==> src/rtl/sha1_avalon_master_if.sv <==
// Avalon-MM bus between the SHA-1 block master and the SHA-1 register-file slave.
interface sha1_avalon_master_if;
    logic [31:0] avm_address;
    logic        avm_write;
    logic        avm_read;
    logic [31:0] avm_writedata;
    logic [31:0] avm_readdata;
    logic        avm_waitrequest;

    modport master (
        output avm_address, avm_write, avm_read, avm_writedata,
        input  avm_readdata, avm_waitrequest
    );

    modport slave (
        input  avm_address, avm_write, avm_read, avm_writedata,
        output avm_readdata, avm_waitrequest
    );
endinterface

==> src/rtl/sha1_avalon_master.sv <==
// Avalon-MM master: loads one 512-bit block into the SHA-1 slave, starts it,
// polls for completion and reads back the 160-bit digest.
module sha1_avalon_master #(
    parameter logic [31:0] BASE_ADDR = 32'd0,
    parameter int unsigned POLL_GAP  = 4,
    parameter int unsigned TIMEOUT   = 1024
) (
    input  logic                        clk,
    input  logic                        reset,
    input  logic                        start_i,
    input  logic [511:0]                msg_block_i,
    output logic                        busy_o,
    output logic                        done_o,
    output logic                        error_o,
    output logic [159:0]                digest_o,
    sha1_avalon_master_if.master        avm
);
    localparam int unsigned PCW = ($clog2(TIMEOUT + 1) > 11) ? $clog2(TIMEOUT + 1) : 11;
    localparam int unsigned GW  = ($clog2(POLL_GAP + 1) > 1) ? $clog2(POLL_GAP + 1) : 1;
    localparam logic [PCW-1:0] POLL_MAX = PCW'(TIMEOUT);
    localparam logic [GW-1:0]  GAP_LAST = (POLL_GAP > 0) ? GW'(POLL_GAP - 1) : {GW{1'b0}};

    localparam logic [2:0] S_IDLE      = 3'd0;
    localparam logic [2:0] S_WR_BLK    = 3'd1;
    localparam logic [2:0] S_WR_GO     = 3'd2;
    localparam logic [2:0] S_POLL_RD   = 3'd3;
    localparam logic [2:0] S_POLL_WAIT = 3'd4;
    localparam logic [2:0] S_RD_DIG    = 3'd5;
    localparam logic [2:0] S_CLR       = 3'd6;
    localparam logic [2:0] S_FIN       = 3'd7;

    logic [2:0]     state_q, state_d;
    logic [3:0]     idx_q, idx_d;
    logic [PCW-1:0] poll_cnt_q, poll_cnt_d;
    logic [GW-1:0]  gap_q, gap_d;
    logic           err_q, err_d;
    logic [511:0]   blk_q, blk_d;
    logic [159:0]   dig_buf_q, dig_buf_d;
    logic [159:0]   digest_q, digest_d;
    logic [31:0]    addr_q, addr_d;
    logic [31:0]    wdata_q, wdata_d;
    logic           rd_q, rd_d;
    logic           wr_q, wr_d;
    logic           busy_q, busy_d;
    logic           done_q, done_d;
    logic           error_q, error_d;

    logic           xfer_s;
    logic [PCW-1:0] poll_inc_s;

    assign xfer_s     = (rd_q | wr_q) & ~avm.avm_waitrequest;
    assign poll_inc_s = (poll_cnt_q == {PCW{1'b1}}) ? poll_cnt_q
                                                    : poll_cnt_q + {{(PCW-1){1'b0}}, 1'b1};

    // Next-state and next-request logic; bus outputs are set up one edge ahead.
    always_comb begin
        state_d    = state_q;
        idx_d      = idx_q;
        poll_cnt_d = poll_cnt_q;
        gap_d      = gap_q;
        err_d      = err_q;
        blk_d      = blk_q;
        dig_buf_d  = dig_buf_q;
        digest_d   = digest_q;
        addr_d     = addr_q;
        wdata_d    = wdata_q;
        rd_d       = rd_q;
        wr_d       = wr_q;
        busy_d     = busy_q;
        done_d     = 1'b0;
        error_d    = 1'b0;
        case (state_q)
            S_IDLE: begin
                if (start_i && !busy_q) begin
                    blk_d   = msg_block_i;
                    busy_d  = 1'b1;
                    idx_d   = 4'd0;
                    err_d   = 1'b0;
                    wr_d    = 1'b1;
                    addr_d  = BASE_ADDR + 32'd1;
                    wdata_d = msg_block_i[511:480];
                    state_d = S_WR_BLK;
                end else begin
                    state_d = S_IDLE;
                end
            end
            S_WR_BLK: begin
                if (xfer_s && idx_q == 4'd15) begin
                    addr_d  = BASE_ADDR;
                    wdata_d = 32'h0000_0001;
                    state_d = S_WR_GO;
                end else if (xfer_s) begin
                    // Block is shifted so the next word is always in the top slot.
                    blk_d   = {blk_q[479:0], 32'h0000_0000};
                    wdata_d = blk_q[479:448];
                    addr_d  = BASE_ADDR + 32'd2 + {28'd0, idx_q};
                    idx_d   = idx_q + 4'd1;
                end else begin
                    state_d = S_WR_BLK;
                end
            end
            S_WR_GO: begin
                if (xfer_s) begin
                    wr_d       = 1'b0;
                    rd_d       = 1'b1;
                    addr_d     = BASE_ADDR;
                    wdata_d    = 32'h0000_0000;
                    poll_cnt_d = {PCW{1'b0}};
                    state_d    = S_POLL_RD;
                end else begin
                    state_d = S_WR_GO;
                end
            end
            S_POLL_RD: begin
                if (xfer_s) begin
                    poll_cnt_d = poll_inc_s;
                    if (avm.avm_readdata[1]) begin
                        idx_d   = 4'd0;
                        addr_d  = BASE_ADDR + 32'd17;
                        state_d = S_RD_DIG;
                    end else if (poll_inc_s == POLL_MAX) begin
                        rd_d    = 1'b0;
                        wr_d    = 1'b1;
                        wdata_d = 32'h0000_0000;
                        err_d   = 1'b1;
                        state_d = S_CLR;
                    end else if (POLL_GAP == 0) begin
                        state_d = S_POLL_RD;
                    end else begin
                        rd_d    = 1'b0;
                        gap_d   = {GW{1'b0}};
                        state_d = S_POLL_WAIT;
                    end
                end else begin
                    state_d = S_POLL_RD;
                end
            end
            S_POLL_WAIT: begin
                if (gap_q == GAP_LAST) begin
                    rd_d    = 1'b1;
                    state_d = S_POLL_RD;
                end else begin
                    gap_d = gap_q + {{(GW-1){1'b0}}, 1'b1};
                end
            end
            S_RD_DIG: begin
                if (xfer_s && idx_q == 4'd4) begin
                    dig_buf_d = {dig_buf_q[127:0], avm.avm_readdata};
                    rd_d      = 1'b0;
                    wr_d      = 1'b1;
                    addr_d    = BASE_ADDR;
                    wdata_d   = 32'h0000_0000;
                    state_d   = S_CLR;
                end else if (xfer_s) begin
                    dig_buf_d = {dig_buf_q[127:0], avm.avm_readdata};
                    addr_d    = BASE_ADDR + 32'd18 + {28'd0, idx_q};
                    idx_d     = idx_q + 4'd1;
                end else begin
                    state_d = S_RD_DIG;
                end
            end
            S_CLR: begin
                if (xfer_s) begin
                    wr_d    = 1'b0;
                    state_d = S_FIN;
                end else begin
                    state_d = S_CLR;
                end
            end
            S_FIN: begin
                busy_d  = 1'b0;
                state_d = S_IDLE;
                if (err_q) begin
                    error_d = 1'b1;
                end else begin
                    done_d   = 1'b1;
                    digest_d = dig_buf_q;
                end
            end
            default: begin
                state_d = S_IDLE;
                rd_d    = 1'b0;
                wr_d    = 1'b0;
                busy_d  = 1'b0;
            end
        endcase
    end

    // State and output registers with synchronous reset.
    always_ff @(posedge clk) begin
        if (reset) begin
            state_q    <= S_IDLE;
            idx_q      <= 4'd0;
            poll_cnt_q <= {PCW{1'b0}};
            gap_q      <= {GW{1'b0}};
            err_q      <= 1'b0;
            blk_q      <= 512'd0;
            dig_buf_q  <= 160'd0;
            digest_q   <= 160'd0;
            addr_q     <= 32'd0;
            wdata_q    <= 32'd0;
            rd_q       <= 1'b0;
            wr_q       <= 1'b0;
            busy_q     <= 1'b0;
            done_q     <= 1'b0;
            error_q    <= 1'b0;
        end else begin
            state_q    <= state_d;
            idx_q      <= idx_d;
            poll_cnt_q <= poll_cnt_d;
            gap_q      <= gap_d;
            err_q      <= err_d;
            blk_q      <= blk_d;
            dig_buf_q  <= dig_buf_d;
            digest_q   <= digest_d;
            addr_q     <= addr_d;
            wdata_q    <= wdata_d;
            rd_q       <= rd_d;
            wr_q       <= wr_d;
            busy_q     <= busy_d;
            done_q     <= done_d;
            error_q    <= error_d;
        end
    end

    assign avm.avm_address   = addr_q;
    assign avm.avm_writedata = wdata_q;
    assign avm.avm_read      = rd_q;
    assign avm.avm_write     = wr_q;
    assign busy_o            = busy_q;
    assign done_o            = done_q;
    assign error_o           = error_q;
    assign digest_o          = digest_q;
endmodule

==> src/flat_wrapper.sv <==
// flat-port wrapper written by rule: the top's interface ports become plain ports
module sha1_avalon_master_flat 
#(
    parameter logic [31:0] BASE_ADDR = 32'd0,
    parameter int unsigned POLL_GAP  = 4,
    parameter int unsigned TIMEOUT   = 1024
)
  (clk, reset, start_i, msg_block_i, busy_o, done_o, error_o, digest_o, avm_avm_address, avm_avm_write, avm_avm_read, avm_avm_writedata, avm_avm_readdata, avm_avm_waitrequest);
  sha1_avalon_master_if avm_i ();
  input  logic clk;
  input  logic reset;
  input  logic start_i;
  input  logic [511:0] msg_block_i;
  output logic busy_o;
  output logic done_o;
  output logic error_o;
  output logic [159:0] digest_o;
  output wire logic [$bits(avm_i.avm_address)-1:0] avm_avm_address;
  output wire logic [$bits(avm_i.avm_write)-1:0] avm_avm_write;
  output wire logic [$bits(avm_i.avm_read)-1:0] avm_avm_read;
  output wire logic [$bits(avm_i.avm_writedata)-1:0] avm_avm_writedata;
  input wire logic [$bits(avm_i.avm_readdata)-1:0] avm_avm_readdata;
  input wire logic [$bits(avm_i.avm_waitrequest)-1:0] avm_avm_waitrequest;
  assign avm_avm_address = avm_i.avm_address;
  assign avm_avm_write = avm_i.avm_write;
  assign avm_avm_read = avm_i.avm_read;
  assign avm_avm_writedata = avm_i.avm_writedata;
  assign avm_i.avm_readdata = avm_avm_readdata;
  assign avm_i.avm_waitrequest = avm_avm_waitrequest;
  sha1_avalon_master #(.BASE_ADDR(BASE_ADDR), .POLL_GAP(POLL_GAP), .TIMEOUT(TIMEOUT)) u_core (.clk(clk), .reset(reset), .start_i(start_i), .msg_block_i(msg_block_i), .busy_o(busy_o), .done_o(done_o), .error_o(error_o), .digest_o(digest_o), .avm(avm_i));
endmodule
==> config.mk <==
export PLATFORM = sky130hd
export DESIGN_NAME = sha1_avalon_master_flat
export DESIGN_NICKNAME = d
export VERILOG_FILES = /design/src/rtl/sha1_avalon_master_if.sv /design/src/rtl/sha1_avalon_master.sv /design/src/flat_wrapper.sv
export SDC_FILE = /design/constraint.sdc
export NUM_CORES = 2
export LEC_CHECK = 0
export ABC_AREA = 1
export BUFFER_PORTS_ARGS = -buffer_cell sky130_fd_sc_hd__buf_2
export CAP_MARGIN = 10
export CORE_AREA = 2 2 303 305
export CTS_CLUSTER_SIZE = 8
export DETAILED_ROUTE_END_ITERATION = 8
export DIE_AREA = 0 0 305 307
export GPL_TIMING_DRIVEN = 0
export SLEW_MARGIN = 0
export SYNTH_ARGS = -nofsm -noshare
export SYNTH_HDL_FRONTEND = slang
export SYNTH_SLANG_ARGS = --single-unit
==> constraint.sdc <==
create_clock -name clk -period 1.91 [get_ports clk]
set_input_delay 0.4775 -clock clk [delete_from_list [all_inputs] [get_ports clk]]
set_output_delay 0.4775 -clock clk [all_outputs]
set_load 0.005 [all_outputs]
## Yosys cells after proc, flatten, opt, wreduce, memory -nomap -nowiden

Index checks and enable logic that the tools add are counted.

- Logic and storage cells: 154
- Register bits: 891
- Output and inout port bits: 229
- Input port bits: 548

- Equality and inequality tests: 30
- Reductions and logical operators: 30
- Bitwise gates (word level): 5
- Multiplexer cells: 69
- $add $sub $neg: 5

Operators by type and width:

| operator | count |
|---|---|
| $mux 480 | 3 |
| $pmux 480 s2 | 1 |
| $mux 32 | 15 |
| $mux 160 | 2 |
| $pmux 32 s5 | 2 |
| $mux 11 | 3 |
| $mux 3 | 11 |
| $mux 4 | 6 |
| $pmux 3 s8 | 1 |
| $eq 11x11->1 const B | 2 |
| $pmux 11 s2 | 1 |
| $mux 1 | 17 |
| $ne 2x1->1 const B | 8 |
| $pmux 4 s4 | 1 |
| $reduce_and 7->1 | 2 |
| $eq 3x3->1 const B | 4 |
| $ne 2x2->1 const B | 6 |
| $reduce_and 6->1 | 2 |
| $reduce_bool 2->1 | 6 |
| $reduce_bool 4->1 | 3 |
| $add 11x1->11 const B | 1 |
| $reduce_and 5->1 | 2 |
| $eq 3x2->1 const B | 3 |
| $pmux 1 s4 | 2 |
| other kinds (24) | 35 |

## Depth between registers and ports, before layout

- Word-level depth: 7
- Gate-level depth with buffers: 16

## Worst setup path before layout

OpenSTA, ideal clock, no wires.

- Path type: in2reg
- Start point: in avm_avm_waitrequest
- End point: reg u_core.blk_q[197]
- Setup time: 126 ps
- Buffers on the path: 2
- Required time: 1784 ps
- Stages on the path: 11
- Path slack: -83 ps
- Arrival time: 1867 ps
- Cells stage by stage: o21bai_4 > inv_1 > nand4_2 > nor2_1 > inv_2 > nand2_1 > inv_2 > buf_4 > buf_2 > o21ai_0 > a31oi_1

- Longest elaborated chain between the ends: 5
- Elaborated cells on any way between the ends: 6

RTL lines:

| element | RTL line | source |
|---|---|---|
| start, declared | flat_wrapper.sv:23 | `input wire logic [$bits(avm_i.avm_waitrequest)-1:0] avm_avm_waitrequest;` |
| $not 1->1 (*) | sha1_avalon_master.sv:51 | `assign xfer_s = (rd_q \| wr_q) & ~avm.avm_waitrequest;` |
| $and 1x1->1 (*) | sha1_avalon_master.sv:51 |  |
| $logic_and 1x1->1 | sha1_avalon_master.sv:88 | `if (xfer_s && idx_q == 4'd15) begin` |
| $ne 2x2->1 (no line) | -- |  |
| $reduce_and 4->1 (no line) (*) | -- |  |
| end signal, assigned | sha1_avalon_master.sv:213 | `blk_q <= blk_d;` |
| end, declared | sha1_avalon_master.sv:37 | `logic [511:0] blk_q, blk_d;` |

Mark *: on every way between the ends. The rest lies on a longest branch, timed or not.
A chain may end at the register's enable or synchronous reset.

## Worst setup path in the final report

- Start point: reg u_core.poll_cnt_q[1]
- End point: reg u_core.wdata_q[17], in the netlist u_core.avm.avm_writedata[17]

- Longest elaborated chain between the ends: 5
- Elaborated cells on any way between the ends: 6

RTL lines:

| element | RTL line | source |
|---|---|---|
| start, declared | sha1_avalon_master.sv:34 | `logic [PCW-1:0] poll_cnt_q, poll_cnt_d;` |
| start signal, assigned | sha1_avalon_master.sv:194 | `poll_cnt_q <= {PCW{1'b0}};` |
| start signal, assigned | sha1_avalon_master.sv:210 | `poll_cnt_q <= poll_cnt_d;` |
| $add 11x1->11 or $eq 11x11->1 (tied branches) | sha1_avalon_master.sv:53, sha1_avalon_master.sv:52 |  |
| $mux 11 (*) | sha1_avalon_master.sv:52 | `assign poll_inc_s = (poll_cnt_q == {PCW{1'b1}}) ? poll_cnt_q` |
| $eq 11x11->1 (*) | sha1_avalon_master.sv:121 | `end else if (poll_inc_s == POLL_MAX) begin` |
| $ne 2x1->1 (no line) (*) | -- |  |
| $reduce_and 8->1 (no line) (*) | -- |  |
| end signal, assigned | sha1_avalon_master.sv:217 | `wdata_q <= wdata_d;` |
| end, declared | sha1_avalon_master.sv:41 | `logic [31:0] wdata_q, wdata_d;` |

Marked as above.

==> flow_summary_export.csv <==
group,metric,value,unit
outcome,status,"complete, but fails checks",
outcome,violations,"setup timing",
global_routing,grt_pass1_wl,217000,um
clock_network,clkTransAtPathRegs,0.05,ns
drt,wl_met3,10200,um
yosys,ys_top_cells_by_area,"dfxtp_1, nand2_1, a31oi_1",
worst_setup_path,cp_cell_sequence,"ha_4 -> nand3_2 -> nor2_4 -> nand4_1 -> nand2_1 -> nand3_1 -> nor2_2 -> nand2_2 -> nand2_4 -> nand3_4 -> clkbuf_16 -> nand2_4 -> inv_2 -> nor2_1",
yosys,netlist.top_cell.by_area,"dfxtp_1",
worst_setup_path,critPathMaxFanout,7,
drt,route.detailed.drc,0,
yosys,synth_common_cells,"nand2_1, dfxtp_1, nor2_1",
drt,drt_iter0_markers,3002,
power_and_ir_drop,ir_drop,0.925,mV
die,fp-row-count,111,
global_routing,grt_overflow,0,
yosys,synth_edf_count,0,
die,ios,777,
sta,slew_viol_final,0,
yosys,synth-seq-cells,865,
worst_setup_path,criticalPathCategory,"flip-flop to flip-flop",
sta,post-route-period-util,1.17,
final_layout,finalCoreUtilization,0.579,
drt,vias,38000,
global_routing,grt_start_max_net_pins,18,
yosys,synthFlopType,"dfxtp_1",
placement,dpl.hpwl,112000,um
clock_network,numCtsBuffers,118,
clock_network,clk_latency,0.70,ns
worst_setup_path,endpoint_kind,"flip-flop",
sta,fin_setup_tns,-81.22,ns
die,fp.dieH,307,um
die,design.die.area,93600,um2
clock_network,clockBufferDepth,3,
yosys,yosysMostFrequentCell,"nand2_1",
drt,avgViaCountPerCell,5.39,
worst_setup_path,cp.required,2.55,ns
yosys,yosys_warnings,0,
final_layout,fill_cells,8139,
drt,wl_met1,64900,um
power_and_ir_drop,p_leak,23.3,nW
yosys,ys_seq_area_frac,0.498,
placement,pre_cts_slack,-1.40,ns
drt,post_drt_wl_per_cell,22.2,um
yosys,async_reset_ff_frac,0,
drt,final_antenna_net_count,0,
sta,rsz0062_at_grt,"yes",
drt,drtPass1Iterations,6,
worst_setup_path,critPathLaunchType,"flip-flop",
clock_network,cts_htree_levels,3,
worst_setup_path,path_delay_family,"simple AND/OR/NAND/NOR gates",
yosys,synth_area_per_cell,7.32,um2
yosys,synth_cell_types,38,
die,start_util,0.384,
worst_setup_path,critical_path_buf_inv_count,2,
sta,skew,0.0375,ns
worst_setup_path,slowest_delay,0.35,ns
worst_setup_path,cp.arrival,2.88,ns
hold_path,hp-class,"input pin to flip-flop",
die,core,90700,um2
worst_setup_path,crit_top_cell,"nand2_4",
yosys,synth_top_area_frac,0.498,
sta,period_minus_slack,2.24,ns
sta,setup_ws,-0.330,ns
clock_network,cts.sinks,865,
power_and_ir_drop,power.density,1120,nW/um2
global_routing,grtUsageTotal,0.304,
final_layout,seqCellArea,17300,um2
drt,routed-wl-met2,73600,um
yosys,mappedNetlistArea,34800,um2
die,die_x,305,um
final_layout,multi_input_area,19200,um2
sta,tightest_slew,0.914,ns
run,cap_viol_max_count,0,
sta,setup_viol,518,
final_layout,area_growth,50.8,%
placement,port_buffers,749,
worst_setup_path,cpMaxStageDelayCell,"dfxtp_4",
sta,fmax,0.446,GHz
sta,hold_viol_final,0,
global_routing,grt_pass1_vias,36000,
drt,top_layer,"met5",
sta,slew_headroom,0.391,
clock_network,cts-root-buf,"clkbuf_16",
global_routing,antenna_found_initial,30,
clock_network,cts_tree,"built",
final_layout,final_nets,6384,
drt,wirelength,156000,um
yosys,synth_cells,4752,
placement,place_congestion,0.947,
final_layout,drive_gt1_frac,0.348,
## what timing repair did
| item | 4_1_cts | 5_1_grt |
|---|---|---|
| hold buffers | 6 | 0 |
| endpoints found under the hold margin | 6 | 0 |
| resized for setup | 474 | 1244 |
| pin swaps | 36 | 109 |
| endpoints found under the setup margin | 863 | 863 |
| cloned | 38 | 64 |
| buffers inserted | 63 | 50 |
## cells by family (layout without fill, tap and decap cells)
| kind of cell | Yosys count | count (layout) | synth area share |
|---|---|---|---|
| AO/OA/AOI/OAI | 1301 | 1301 | 0.205 |
| XOR/XNOR | 3 | 3 | 0.000755 |
| adder cells (fa/ha/maj) | 7 | 7 | 0.00252 |
| buffers and inverters | 567 | 1630 | 0.0701 |
| flip-flops | 865 | 865 | 0.498 |
| other | 1 | 40 | 0.000108 |
| AND/OR/NAND/NOR | 2008 | 2008 | 0.224 |
## final timing paths
kind	from	end	slack, ns	cells past startpoint
max	u_core.poll_cnt_q[1]	u_core.avm.avm_writedata[17]	-0.33	14
min	avm_avm_readdata[6]	u_core.dig_buf_q[6]	0.03	3
max reg2reg	u_core.poll_cnt_q[1]	u_core.avm.avm_writedata[17]	-0.33	14
min reg2reg	u_core.avm.avm_address[4]	u_core.avm.avm_address[4]	0.46	2
## worst min-delay path, stage by stage
cell    delay [ns]
buf_2         0.07
nor2_1        0.03
nor2_1        0.08
## final cells by class
type,instances,area share
multi-input combinational,3345,0.366
sequential,865,0.330
timing repair buffer,943,0.138
buffer,407,0.0634
clock buffer,126,0.0578
tap,1186,0.0283
inverter,146,0.0114
clock inverter,5,0.00267
timing repair inverter,3,0.00172
antenna,14,0.000667
## report_power, final
part           switching (mW)  internal, mW
clock                    7.86          11.1
sequential               1.87          20.4
combinational            9.24          8.35
total                    19.0          39.8
## through the flow
stage | power, mW | cells | area [um2] | hold slack (ns)
after floorplan | 27.7 | 4777 | 34900 | 0.445
after global placement | 31.3 | 6712 | 40200 | 0.453
after detailed placement | 31.4 | 6712 | 40200 | 0.456
after CTS | 53.6 | 6950 | 46500 | 0.00124
after global routing | 60.9 | 7033 | 52500 | 0.00422
final | 58.8 | 7040 | 52500 | 0.0336
## registers in the layout, indices dropped and copies added, names as in the netlist
name and cells:
u_core.blk_q 480, u_core.err_q 1, u_core.digest_o 160, u_core.done_o 1, u_core.error_o 1, u_core.state_q 3
u_core.gap_q 3, u_core.avm.avm_write 1, u_core.avm.avm_writedata 32, u_core.dig_buf_q 160, u_core.idx_q 4, u_core.busy_o 1
u_core.avm.avm_address 6, u_core.poll_cnt_q 11, u_core.avm.avm_read 1
## cells in the final DEF (no fill, tap or decap), drive strengths merged, types with 7 or more instances in the layout
master	instances
clkinv	11
nand4	38
a21oi	63
ha	7
clkbuf	421
conb	26
diode	14
buf	1049
inv	142
nor2	725
dfxtp	865
o21ai	779
a31oi	450
nand3	89
nand2	1144
## layer usage
layer  vias to the layer above  GRT usage
met5                         -          0
met4                        30      0.121
met3                       424     0.0520
met2                      1631      0.511
met1                     17800      0.386
li1                      18000          -
Note: power is estimated with default switching activity, not from simulation.
